## config.mk

```make
export PLATFORM = sky130hd
export DESIGN_NAME = ocra1_rx
export DESIGN_NICKNAME = d
export VERILOG_FILES = /design/src/rtl/ocra1_rx.sv
export SDC_FILE = /design/constraint.sdc
export NUM_CORES = 1
export LEC_CHECK = 0
export BUFFER_PORTS_ARGS = -buffer_cell sky130_fd_sc_hd__buf_2
export CAP_MARGIN = 20
export CORE_MARGIN = 2
export CORE_UTILIZATION = 50
export DETAILED_ROUTE_END_ITERATION = 6
export GPL_TIMING_DRIVEN = 0
export PLACE_DENSITY_LB_ADDON = 0.1
export SLEW_MARGIN = 20
export SYNTH_ARGS = -nofsm -noshare
export SYNTH_HDL_FRONTEND = slang
export SYNTH_SLANG_ARGS = --single-unit
```

## constraint.sdc

```tcl
create_clock -name clk -period 16.3 [get_ports clk]
set_clock_uncertainty 0.1 [all_clocks]
set_input_delay 1.63 -clock clk [delete_from_list [all_inputs] [get_ports clk]]
set_output_delay 1.63 -clock clk [all_outputs]
set_load 0.05 [all_outputs]
```

## src/rtl/ocra1_rx.sv

```systemverilog
// ocra1_rx: OCRA1 four-channel DAC SPI receiver holding per-channel input, control and output registers
module ocra1_rx #(
  parameter int FRAME_BITS = 24,
  parameter int CODE_BITS = 18
) (
  input  logic clk,
  input  logic rst,
  input  logic oc1_clk_i,
  input  logic oc1_syncn_i,
  input  logic oc1_ldacn_i,
  input  logic oc1_sdox_i,
  input  logic oc1_sdoy_i,
  input  logic oc1_sdoz_i,
  input  logic oc1_sdoz2_i,
  output logic [CODE_BITS-1:0] voutx_o,
  output logic [CODE_BITS-1:0] vouty_o,
  output logic [CODE_BITS-1:0] voutz_o,
  output logic [CODE_BITS-1:0] voutz2_o,
  output logic [FRAME_BITS-5:0] ctrlx_o,
  output logic [FRAME_BITS-5:0] ctrly_o,
  output logic [FRAME_BITS-5:0] ctrlz_o,
  output logic [FRAME_BITS-5:0] ctrlz2_o,
  output logic frame_o,
  output logic update_o,
  output logic frame_err_o
);
  logic [6:0] s1;
  logic [2:0] s2;
  logic [4:0] cnt, cnt_base, cnt_nxt;
  logic sclk_fall, sync_fall, sync_rise, ldac_fall, shift, valid;
  logic [FRAME_BITS-1:0] sh [4];
  logic [CODE_BITS-1:0] inr [4], in_nxt [4], outr [4];
  logic [FRAME_BITS-5:0] ctl [4];
  assign sclk_fall = s2[0] & ~s1[4];
  assign sync_fall = s2[1] & ~s1[5];
  assign sync_rise = ~s2[1] & s1[5];
  assign ldac_fall = s2[2] & ~s1[6];
  assign shift = sclk_fall & ~s1[5];
  assign valid = sync_rise && cnt == 5'(FRAME_BITS);
  // a SYNCn fall clears first so a coincident SCLK fall counts as bit one
  assign cnt_base = sync_fall ? 5'd0 : cnt;
  assign cnt_nxt = !shift ? cnt_base : cnt_base == 5'(FRAME_BITS + 1) ? cnt_base : cnt_base + 5'd1;
  always_comb
    for (int c = 0; c < 4; c++)
      in_nxt[c] = (valid && sh[c][FRAME_BITS-1:FRAME_BITS-4] == 4'b0001) ? sh[c][CODE_BITS+1:2] : inr[c];
  always_ff @(posedge clk) begin
    if (rst) begin
      s1 <= 7'b1100000;
      s2 <= 3'b110;
      cnt <= '0;
      frame_o <= 1'b0;
      update_o <= 1'b0;
      frame_err_o <= 1'b0;
      for (int c = 0; c < 4; c++) begin
        sh[c] <= '0;
        inr[c] <= '0;
        outr[c] <= '0;
        ctl[c] <= '0;
      end
    end else begin
      s1 <= {oc1_ldacn_i, oc1_syncn_i, oc1_clk_i, oc1_sdoz2_i, oc1_sdoz_i, oc1_sdoy_i, oc1_sdox_i};
      s2 <= s1[6:4];
      cnt <= cnt_nxt;
      frame_o <= valid;
      update_o <= ldac_fall;
      frame_err_o <= sync_rise & ~valid;
      for (int c = 0; c < 4; c++) begin
        if (shift) sh[c] <= {sh[c][FRAME_BITS-2:0], s1[c]};
        inr[c] <= in_nxt[c];
        if (valid && sh[c][FRAME_BITS-1:FRAME_BITS-4] == 4'b0010) ctl[c] <= sh[c][FRAME_BITS-5:0];
        if (ldac_fall) outr[c] <= in_nxt[c];
      end
    end
  end
  assign voutx_o = outr[0];
  assign vouty_o = outr[1];
  assign voutz_o = outr[2];
  assign voutz2_o = outr[3];
  assign ctrlx_o = ctl[0];
  assign ctrly_o = ctl[1];
  assign ctrlz_o = ctl[2];
  assign ctrlz2_o = ctl[3];
endmodule

```

# Yosys cells after proc, flatten, opt, wreduce, memory -nomap -nowiden
# Memories as Yosys holds them, arrays and structs flattened.
# Index checks and enable logic that the tools add are counted.
[word_totals]
reg_bits = 18
mem_bits_rw = 320
inputBits = 9
output_inout_bits = 155
elab_cells = 101
mem_count = 4
[memory_table]
columns = ["memory", "depth", "width", "rd", "rd_ports_with_merged_regs", "write_ports", "line", "source"]
rows = [
  ["sh", 4, 24, 4, 0, 4, "31", "logic [FRAME_BITS-1:0] sh [4];"],
  ["ctl", 4, 20, 4, 0, 4, "33", "logic [FRAME_BITS-5:0] ctl [4];"],
  ["inr", 4, 18, 4, 0, 4, "32", "logic [CODE_BITS-1:0] inr [4], in_nxt [4], outr [4];"],
  ["outr", 4, 18, 4, 0, 4, "32", ""],
]
[op_classes]
add_sub_neg = 1
eq_ne = 10
mux = 44
bitwise_logic = 27
n_reduce_logical = 9
[ops]
columns = ["op", "count"]
rows = [
  ["2-to-1 mux 18 bit", 12],
  ["2-to-1 mux 24 bit", 4],
  ["2-to-1 mux 20 bit", 4],
  ["2-to-1 mux 1 bit", 21],
  ["equality test 4 x 1 -> 1 bit (second input constant)", 4],
  ["equality test 4 x 2 -> 1 bit (second input constant)", 4],
  ["OR 1 bit", 16],
  ["2-to-1 mux 5 bit", 3],
  ["equality test 5 bit (second input constant)", 2],
  ["logical AND 1 bit", 9],
  ["AND 1 bit", 6],
  ["adder 5 x 1 -> 5 bit (second input constant)", 1],
  ["inverter 1 bit", 5],
]

# Logic depth before layout (Yosys ltp)
# Gate-level depths: netlist (run 1).
[logic_depth]
word_depth = 8
ltp_mapped = 7
mapped_depth_nobuf = 3

# Worst setup path after synthesis (run 1)
# No wires, ideal clock.
[synth_path]
kind = "reg-to-reg"
start = "reg s2[2]"
end = "mem outr[0][0], enable pin"
setup_ns = 0.602
t_arrival_ns = 5.391
required_ns = 15.598
setup_slack_ns = 10.207
path_stages_with_launch = 3
n_path_buf = 0
synth_period_minus_slack_ns = 6.093
cell_sequence = "dfxtp_1 > inv_1 > o21ai_0"
[synth_rtl]
columns = ["element", "line", "source"]
rows = [
  ["start, declared", "28", "logic [2:0] s2;"],
  ["start signal, assigned", "62", "s2 <= s1[6:4];"],
  ["end, declared", "32", ""],
]

==> flow_metrics.tcl, run 1 <==
set metrics [dict create \
    status "finished, final reports clean" \
    p_per_area_nw_per_um2 120.7 \
    syn_nets 976 \
    r2r_cells 7 \
    synth-simple-area-share 0.1446 \
    critPathKind "in -> reg" \
    hold_end "inr[0][2]" \
    num_rows 60 \
    cts_resized 0 \
    core_um2 26800 \
    first_global_vias 8526 \
    wl_per_cell_um 20.26 \
    layout_common_cells "edfxtp_1 (248), buf_2 (187), a21oi_1 (148), and3_1 (96), dfxtp_1 (90)" \
    syn_area_per_cell_um2 14.05 \
    setup_viol 0 \
    synthAdderAreaFrac 0 \
    async_flop_share 0 \
    timing.final.crit_share 0.2409 \
    post_cts_buffers 0 \
    fmax_mhz 254.7 \
    r2r_start "cnt[0]" \
    cpLargestDelayFamily "buffers and inverters" \
    cts-buffers-inserted 37 \
    drive_gt1_frac 0.2715 \
    antenna_found_initial 1 \
    ys_ff_latch 338 \
    synth_mux_area_frac 0 \
    relSlewSlack 0.2401 \
    hpwl_um 20660 \
    globalplace.congestion 0.7786 \
    min_from "inr[0][2]" \
    nNetsFinal 1188 \
    dr_total_vias 8860 \
    place_worst_setup_slack_ns 11.83 \
    dieArea_um2 28510 \
    synth_top_family_by_area "simple AND/OR/NAND/NOR gates" \
    dr.pass1.iters 6 \
    syn-cell-area_um2 13590 \
    synth_edf_count 248 \
    worst-path-buf-inv 7 \
    netlist_instances 967 \
    yosys.area.top_type "edfxtp_1" \
    cts_num_sinks 338 \
    ant_nets 0 \
    critPathSlowestCell "clkbuf_1" \
    cp_common_cell "buf_16" \
    synth.distinct_cells 38 \
    peakVddDrop_v 0.00008269 \
    cpPeakStageDelay_ns 0.67 \
    cts_tree "done" \
    min_delay_path_depth 2 \
    port_buffers 163 \
    start_util 0.5070 \
    p_leak_uw 0.006136 \
    critPathRequiredTime_ns 16.42 \
    rrSetupSlack_ns 13.78 \
    ys.flop_type "edfxtp_1" \
    vias_per_cell 5.716 \
    rsz0062_at_grt "no" \
    worstPathCellList "buf_2, clkbuf_1, inv_1, clkbuf_1, o21ai_4, buf_16, buf_16, buf_16" \
    area_growth_pct 20.57 \
    final.fill_count 2150 \
    hold_path_class "reg -> reg" \
    finalHoldViolations 0 \
    arrival_ns 4.05 \
    clkTransAtPathRegs_ns 0.06 \
    fin_tns_setup_ns 0 \
    grt_usage 0.2183 \
    synth_top_area_frac 0.5480 \
    critPathCaptureType "register" \
    final_common_cell "edfxtp_1" \
    drc_errors 0 \
    rr_endpoint "ctl[2][12]" \
    worst_pin_slew_ns 1.137 \
    drv_cap 0 \
    period_needed_ns 3.926 \
    routed_wl_um 31410 \
    start_kind "input port" \
    clock_path_buffers 3 \
    grt-ovfl-total 0 \
    synth_compound_area_frac 0.1359 \
    ctsHoldBuffers 0 \
    fin_ws_ns 12.37 \
    path_max_fanout 18 \
    slew_violations 0 \
    grt_max_degree 42 \
    synth_xor_area_frac 0 \
    synth.area.top_cells "edfxtp_1 (55%), dfxtp_1 (13%), o31ai_4 (5.6%)" \
    htreeDepth 2 \
    yosysSeqAreaShare 0.6806 \
    cts_root_buf "clkbuf_16" \
    io_pins 164 \
    grt_pass1_wl_um 48270 \
    drtIter0Drc 540 \
    yosysWarningCount 0 \
    clkLatencyLatePin_ns 0.52 \
    die_h_um 168.9 \
    chipWidth_um 168.9 \
    power_uw 1977 \
]
==> cells in the mapped netlist, types with 3 or more instances <==
library cell,number
a21oi_1,148
and2_1,80
and3_1,96
buf_1,6
buf_12,3
buf_2,24
buf_4,5
buf_6,7
clkbuf_1,45
clkbuf_2,5
dfxtp_1,90
edfxtp_1,248
inv_1,4
nand2_1,3
nand4_1,72
nor2_1,3
nor2b_1,7
nor4b_2,4
o21ai_0,5
o31ai_1,40
o31ai_4,36
or2_2,5
or3b_1,3
or4b_1,8
==> worst min-delay path: stages (launching register included) <==
cell	delay, ns
dfxtp_1	0.32
o31ai_4	0.06
a21oi_1	0.05
==> metal layers <==
layer,global-route usage,up-vias,wire length [µm]
met5,0,-,0
met4,0.07309,0,838
met3,0.03484,65,1605
met2,0.3387,267,14580
met1,0.3159,4371,14390
li1,-,4157,-
==> sequential cells by signal (all words and copies together), names as in the netlist <==
signal and flops:
sh 96, ctl 80, inr 72, outr 72, s1 7, cnt 5, s2 3, frame_err_o 1
frame_o 1, update_o 1
==> logic make-up (layout without fill, tap and decap cells) <==
kind of cell / Yosys count / after routing
compound gates: 231 / 231
buf+inv: 99 / 340
flops: 338 / 338
other cells: 0 / 1
simple gates: 299 / 299
==> report_power, final <==
part | switching (µW) | leakage [µW] | internal (µW)
Combinational | 120 | 0.00227 | 27.9
Clock | 339 | 0.000616 | 526
Sequential | 13.4 | 0.00325 | 951
==> cell type report <==
cell class,instances,area [µm²],share of cell area
diodes,1,2.502,0.0001527
plain buffers,95,513.0,0.03131
clock inverters,16,198.9,0.01214
multi-input cells,530,3886,0.2372
inverters,4,15.01,0.0009164
well taps,341,426.7,0.02604
clock buffers,52,1075,0.06560
repair buffers,173,1018,0.06216
flip-flops and latches,338,9249,0.5645
==> through the flow <==
step | util | cells | hold slack [ns] | instance area [µm²]
after detailed placement | 0.5637 | 1481 | 0.3680 | 15110
final | 0.6113 | 1550 | 0.3743 | 16380
after floorplan | - | 967 | 0.3166 | 13590
after global routing | 0.6113 | 1550 | 0.3874 | 16380
after CTS | 0.6113 | 1549 | 0.3765 | 16380
after global placement | 0.5534 | 1471 | 0.3346 | 14830
==> worst max path at each step <==
stage	start	to	slack (ns)	cells past startpoint
2_1_floorplan	s2[2]	outr[0][0]	10.21	2
3_3_place_gp	s2[2]	outr[3][10]	7.00	2
3_5_place_dp	rst	outr[3][12]	11.83	8
5_1_grt	rst	outr[2][6]	12.27	8
6_report	rst	outr[2][11]	12.37	8
4_1_cts	rst	outr[2][6]	12.37	8
Power figures use the tool's default switching activity.
==> inputs of run 2 (changes only) <==
==> constraint.sdc (replaced) <==
create_clock -name clk -period 3.47 [get_ports clk]
set_clock_uncertainty 0.1 [all_clocks]
set_input_delay 0.347 -clock clk [delete_from_list [all_inputs] [get_ports clk]]
set_output_delay 0.347 -clock clk [all_outputs]
set_load 0.05 [all_outputs]
==> flow_metrics.tcl, run 2 (synthesized netlist as in run 1, its figures left out) <==
set metrics [dict create \
    status "finished, final reports clean" \
    dr.pass1.iters 5 \
    critPathRequiredTime_ns 3.64 \
    fmax_mhz 300.4 \
    timing.final.crit_share 0.9595 \
    hpwl_um 20710 \
    fin_tns_setup_ns 0 \
    start_util 0.5070 \
    nNetsFinal 1194 \
    port_buffers 163 \
    ctsHoldBuffers 8 \
    critPathKind "in -> reg" \
    drc_errors 0 \
    largest_register "sh" \
    drive_gt1_frac 0.2692 \
    hold_path_class "reg -> reg" \
    clock_path_buffers 3 \
    p_comb_frac 0.078 \
    io_pins 164 \
    grt_pass1_wl_um 49260 \
    arrival_ns 3.50 \
    p_leak_uw 0.006117 \
    clkTransAtPathRegs_ns 0.06 \
    area_growth_pct 20.08 \
    period_needed_ns 3.329 \
    reg_top3 "sh x96, ctl x80" \
    path_max_fanout 18 \
    power_switching_share 0.2420 \
    relSlewSlack 0.3064 \
    post_cts_buffers 0 \
    antenna_found_initial 0 \
    worst_pin_slew_ns 1.038 \
    seqPwrFrac 0.507 \
    cts_tree "done" \
    clkLatencyLatePin_ns 0.52 \
    drv_cap 0 \
    htreeDepth 2 \
    core_um2 26800 \
    layout_common_cells "edfxtp_1 (248), buf_2 (187), a21oi_1 (148), and3_1 (96), dfxtp_1 (90)" \
    power.switching_uw 2162 \
    antenna_cells 0 \
    chipWidth_um 168.9 \
    first_global_vias 8683 \
    dr_total_vias 8851 \
    cts_resized 0 \
    p_per_area_nw_per_um2 547.6 \
    wl_per_cell_um 20.38 \
    die_h_um 168.9 \
    setup_viol 0 \
    ant_nets 0 \
    start_kind "input port" \
    grt-ovfl-total 0 \
    dieArea_um2 28510 \
    final_common_cell "edfxtp_1" \
    globalplace.congestion 0.7792 \
    vias_per_cell 5.703 \
    peakVddDrop_v 0.0003105 \
    finalHoldViolations 0 \
    routed_wl_um 31640 \
    num_rows 60 \
    slew_violations 0 \
    cts_root_buf "clkbuf_16" \
    dp_cells 1480 \
    p_int_uw 6774 \
    instances_no_fill 1552 \
    cts-buffers-inserted 36 \
    critPathCaptureType "register" \
    grt_usage 0.2224 \
    drtIter0Drc 656 \
    clkPwrFrac 0.415 \
    largest_register_ffs 96 \
    cts_num_sinks 338 \
    grt_max_degree 57 \
    rsz0062_at_grt "no" \
]
run 2: changes by cell type in the layout (fill, tap and decap cells not counted), moves of 2 or more:
| cell | change |
|---|---|
| clkbuf_16 | -2 |
| clkbuf_8 | -2 |
| dlygate4sd3_1 | +8 |
| bufinv_16 | -2 |
| clkinv_2 | +8 |
| clkinv_1 | -2 |
| buf_12 | -2 |
| clkinvlp_4 | -2 |
run 2: routing by layer:
metal,vias up,share of wire,GRT usage
met1,4351,0.45,0.3216
li1,4173,-,-
met2,282,0.48,0.3601
met4,0,0.015,0.04835
met5,-,0,0
met3,45,0.053,0.03297
run 2: stage by stage:
| step | total power (µW) | util | setup slack [ns] | hold WS [ns] | area (µm²) |
|---|---|---|---|---|---|
| 2_1_floorplan | 5095 | - | 0.1585 | 0.3455 | 13600 |
| 3_3_place_gp | 5286 | 0.5536 | -0.9898 | 0.3577 | 14840 |
| 3_5_place_dp | 5314 | 0.5636 | 0.2005 | 0.3686 | 15100 |
| 4_1_cts | 8999 | 0.6089 | 0.1431 | 0.3764 | 16320 |
| 5_1_grt | 9202 | 0.6089 | 0.02642 | 0.3940 | 16320 |
| 6_report | 8936 | 0.6089 | 0.1406 | 0.3739 | 16320 |
run 2: final timing paths:
kind / slack, ns / startpoint / to / depth (start not counted)
worst max register to register: 0.91 / cnt[0] / ctl[1][3] / 7
worst min-delay path: 0.37 / inr[0][12] / inr[0][12] / 2
worst min register to register: 0.37 / inr[0][12] / inr[0][12] / 2
worst max-delay path: 0.14 / rst / outr[2][11] / 9
run 2: power groups by stage:
stage | Clock, µW | Sequential, µW | Combinational, µW
after floorplan | 0 | 4940 | 155
final | 3700 | 4530 | 700
after CTS | 3760 | 4530 | 706
after global routing | 3920 | 4550 | 732
after global placement | 0 | 4630 | 656
after detailed placement | 0 | 4620 | 698
run 2: cell type report:
type / instances / area (µm²)
plain buffers: 95 / 513.0
clock buffers: 47 / 993.5
clock inverters: 17 / 140.1
fillers: 2122 / 10480
inverters: 4 / 15.01
multi-input cells: 530 / 3895
flip-flops and latches: 338 / 9249
well taps: 341 / 426.7
repair buffers: 180 / 1086
run 2: worst max-delay path, cell delays in order:
cell	delay (ns)
dlygate4sd3_1	0.55
buf_2	0.14
clkbuf_1	0.38
inv_1	0.25
clkbuf_1	0.80
o21ai_4	0.38
buf_16	0.29
buf_16	0.17
buf_16	0.16
==> inputs of run 3 (changes only) <==
--- a/config.mk
+++ b/config.mk
@@ -7,6 +7,7 @@
 export LEC_CHECK = 0
 export BUFFER_PORTS_ARGS = -buffer_cell sky130_fd_sc_hd__buf_2
 export CAP_MARGIN = 20
+export CORE_ASPECT_RATIO = 0.5
 export CORE_MARGIN = 2
 export CORE_UTILIZATION = 50
 export DETAILED_ROUTE_END_ITERATION = 6
==> flow_metrics.tcl, run 3 (synthesized netlist as in run 1, its figures left out) <==
set metrics [dict create \
    grt_max_degree 97 \
    layout_common_cells "edfxtp_1 (248), buf_2 (187), a21oi_1 (148), and3_1 (96), dfxtp_1 (90)" \
    p_leak_uw 0.006007 \
    final.fill_count 2128 \
    p_per_area_nw_per_um2 526.9 \
    path_max_fanout 96 \
    arrival_ns 3.27 \
    worst_pin_slew_ns 1.081 \
    peakVddDrop_v 0.0003925 \
    seq_area_um2 9249 \
    antenna_cells 0 \
    wl_per_cell_um 20.52 \
    worst-path-buf-inv 5 \
    cpPeakStageDelay_ns 0.83 \
    rrSetupSlack_ns 0.76 \
    setup_viol 0 \
    largest_register "sh" \
    post_cts_buffers 0 \
    cts_num_sinks 338 \
    cp_num_cells 6 \
    dieArea_um2 28590 \
    status "finished, final reports clean" \
    final_util 0.6067 \
    rr_endpoint "ctl[1][12]" \
    critPathSlowestCell "clkbuf_1" \
    grt_usage 0.2210 \
    hold_path_class "reg -> reg" \
    hold_ws_ns 0.3756 \
    num_rows 42 \
    first_global_vias 8839 \
    fmax_mhz 304.5 \
    vias_per_cell 5.722 \
    fin_ws_ns 0.1855 \
    dr_total_vias 8887 \
    r2r_start "cnt[0]" \
    clkTransAtPathRegs_ns 0.06 \
    drc_errors 0 \
    hpwl_um 21700 \
    endpoint "sh[3][17]" \
    grt-ovfl-total 0 \
    slew_violations 0 \
    r2r_cells 7 \
    reg_top3 "sh x96, ctl x80" \
    cpLargestDelayFamily "buffers and inverters" \
    critPathCaptureType "register" \
    cts_resized 0 \
    critPathRequiredTime_ns 3.45 \
    area_growth_pct 18.72 \
    start_kind "input port" \
    drv_cap 0 \
    largest_register_ffs 96 \
    routed_wl_um 31870 \
    critPathKind "in -> reg" \
    globalplace.congestion 0.7784 \
    clkLatencyLatePin_ns 0.56 \
    cts-buffers-inserted 30 \
    period_needed_ns 3.284 \
    cp_common_cell "clkbuf_1" \
    min_delay_path_depth 2 \
    multiInputGateArea_um2 3904 \
    critPathLaunch "rst" \
    final_common_cell "edfxtp_1" \
    nNetsFinal 1187 \
    port_buffers 163 \
    htreeDepth 1 \
    drive_gt1_frac 0.2590 \
    cts_root_buf "clkbuf_16" \
    core_um2 26590 \
    die_h_um 120.6 \
    io_pins 164 \
    start_util 0.5111 \
    dr.pass1.iters 6 \
    relSlewSlack 0.2794 \
    drtIter0Drc 729 \
    ant_nets 0 \
    antenna_found_initial 0 \
    clock_path_buffers 3 \
    timing.final.crit_share 0.9465 \
    rsz0062_at_grt "no" \
    finalHoldViolations 0 \
    worstPathCellList "dlygate4sd3_1, buf_2, clkbuf_1, inv_1, clkbuf_1, nand2_8" \
    grt_pass1_wl_um 49060 \
    cts_tree "done" \
    place_worst_setup_slack_ns 0.1745 \
    chipWidth_um 237.1 \
]
-- run 3: how the worst min path moves through the flow --
stage	start	end	slack [ns]
6_report	inr[0][11]	inr[0][11]	0.38
5_1_grt	inr[0][11]	inr[0][11]	0.39
4_1_cts	inr[0][11]	inr[0][11]	0.38
3_5_place_dp	inr[0][11]	inr[0][11]	0.37
3_3_place_gp	s1[6]	s2[2]	0.36
2_1_floorplan	s1[6]	s2[2]	0.35
-- run 3: cell type report --
| class | count | area share |
|---|---|---|
| sequential | 338 | 0.5733 |
| buffer | 95 | 0.03180 |
| inverter | 4 | 0.0009307 |
| clock buffer | 48 | 0.05522 |
| clock inverter | 7 | 0.003878 |
| timing repair buffer | 179 | 0.06561 |
| multi-input combinational | 530 | 0.2420 |
| tap | 352 | 0.02730 |
-- run 3: through the flow --
| step | cells | cell area (µm²) | TNS (ns) | power (µW) |
|---|---|---|---|---|
| 3_5_place_dp | 1490 | 15090 | 0 | 5311 |
| 5_1_grt | 1553 | 16130 | 0 | 8756 |
| 4_1_cts | 1553 | 16120 | 0 | 8561 |
| 3_3_place_gp | 1482 | 14850 | -148.23 | 5279 |
| 6_report | 1553 | 16130 | 0 | 8500 |
| 2_1_floorplan | 967 | 13600 | 0 | 5095 |
-- run 3: power by group --
part,switching [µW],leakage [µW],total [µW],internal (µW)
combinational,565,0.00229,698,133
clock,1440,0.000467,3270,1830
sequential,64.6,0.00325,4530,4470
-- run 3: metal layers --
| metal | up-vias | share of wire | track usage |
|---|---|---|---|
| li1 | 4150 | - | - |
| met3 | 44 | 0.043 | 0.03562 |
| met1 | 4484 | 0.47 | 0.3252 |
| met5 | - | 0 | 0 |
| met2 | 209 | 0.46 | 0.3465 |
| met4 | 0 | 0.019 | 0.05385 |
-- run 3: repair_timing --
| action | 4_1_cts | 5_1_grt |
|---|---|---|
| hold buffers | 8 | 0 |
| endpoints found under the setup margin | 0 | 0 |
| hold endpoints to repair | 8 | 0 |
-- run 3: worst register-to-register path: stages, from the launching register on --
cell and delay, ns:
dfxtp_1 0.31, buf_6 0.14, or3b_1 0.36, clkbuf_1 0.23, buf_6 0.23, buf_6 0.20, o31ai_4 0.58, buf_6 0.26
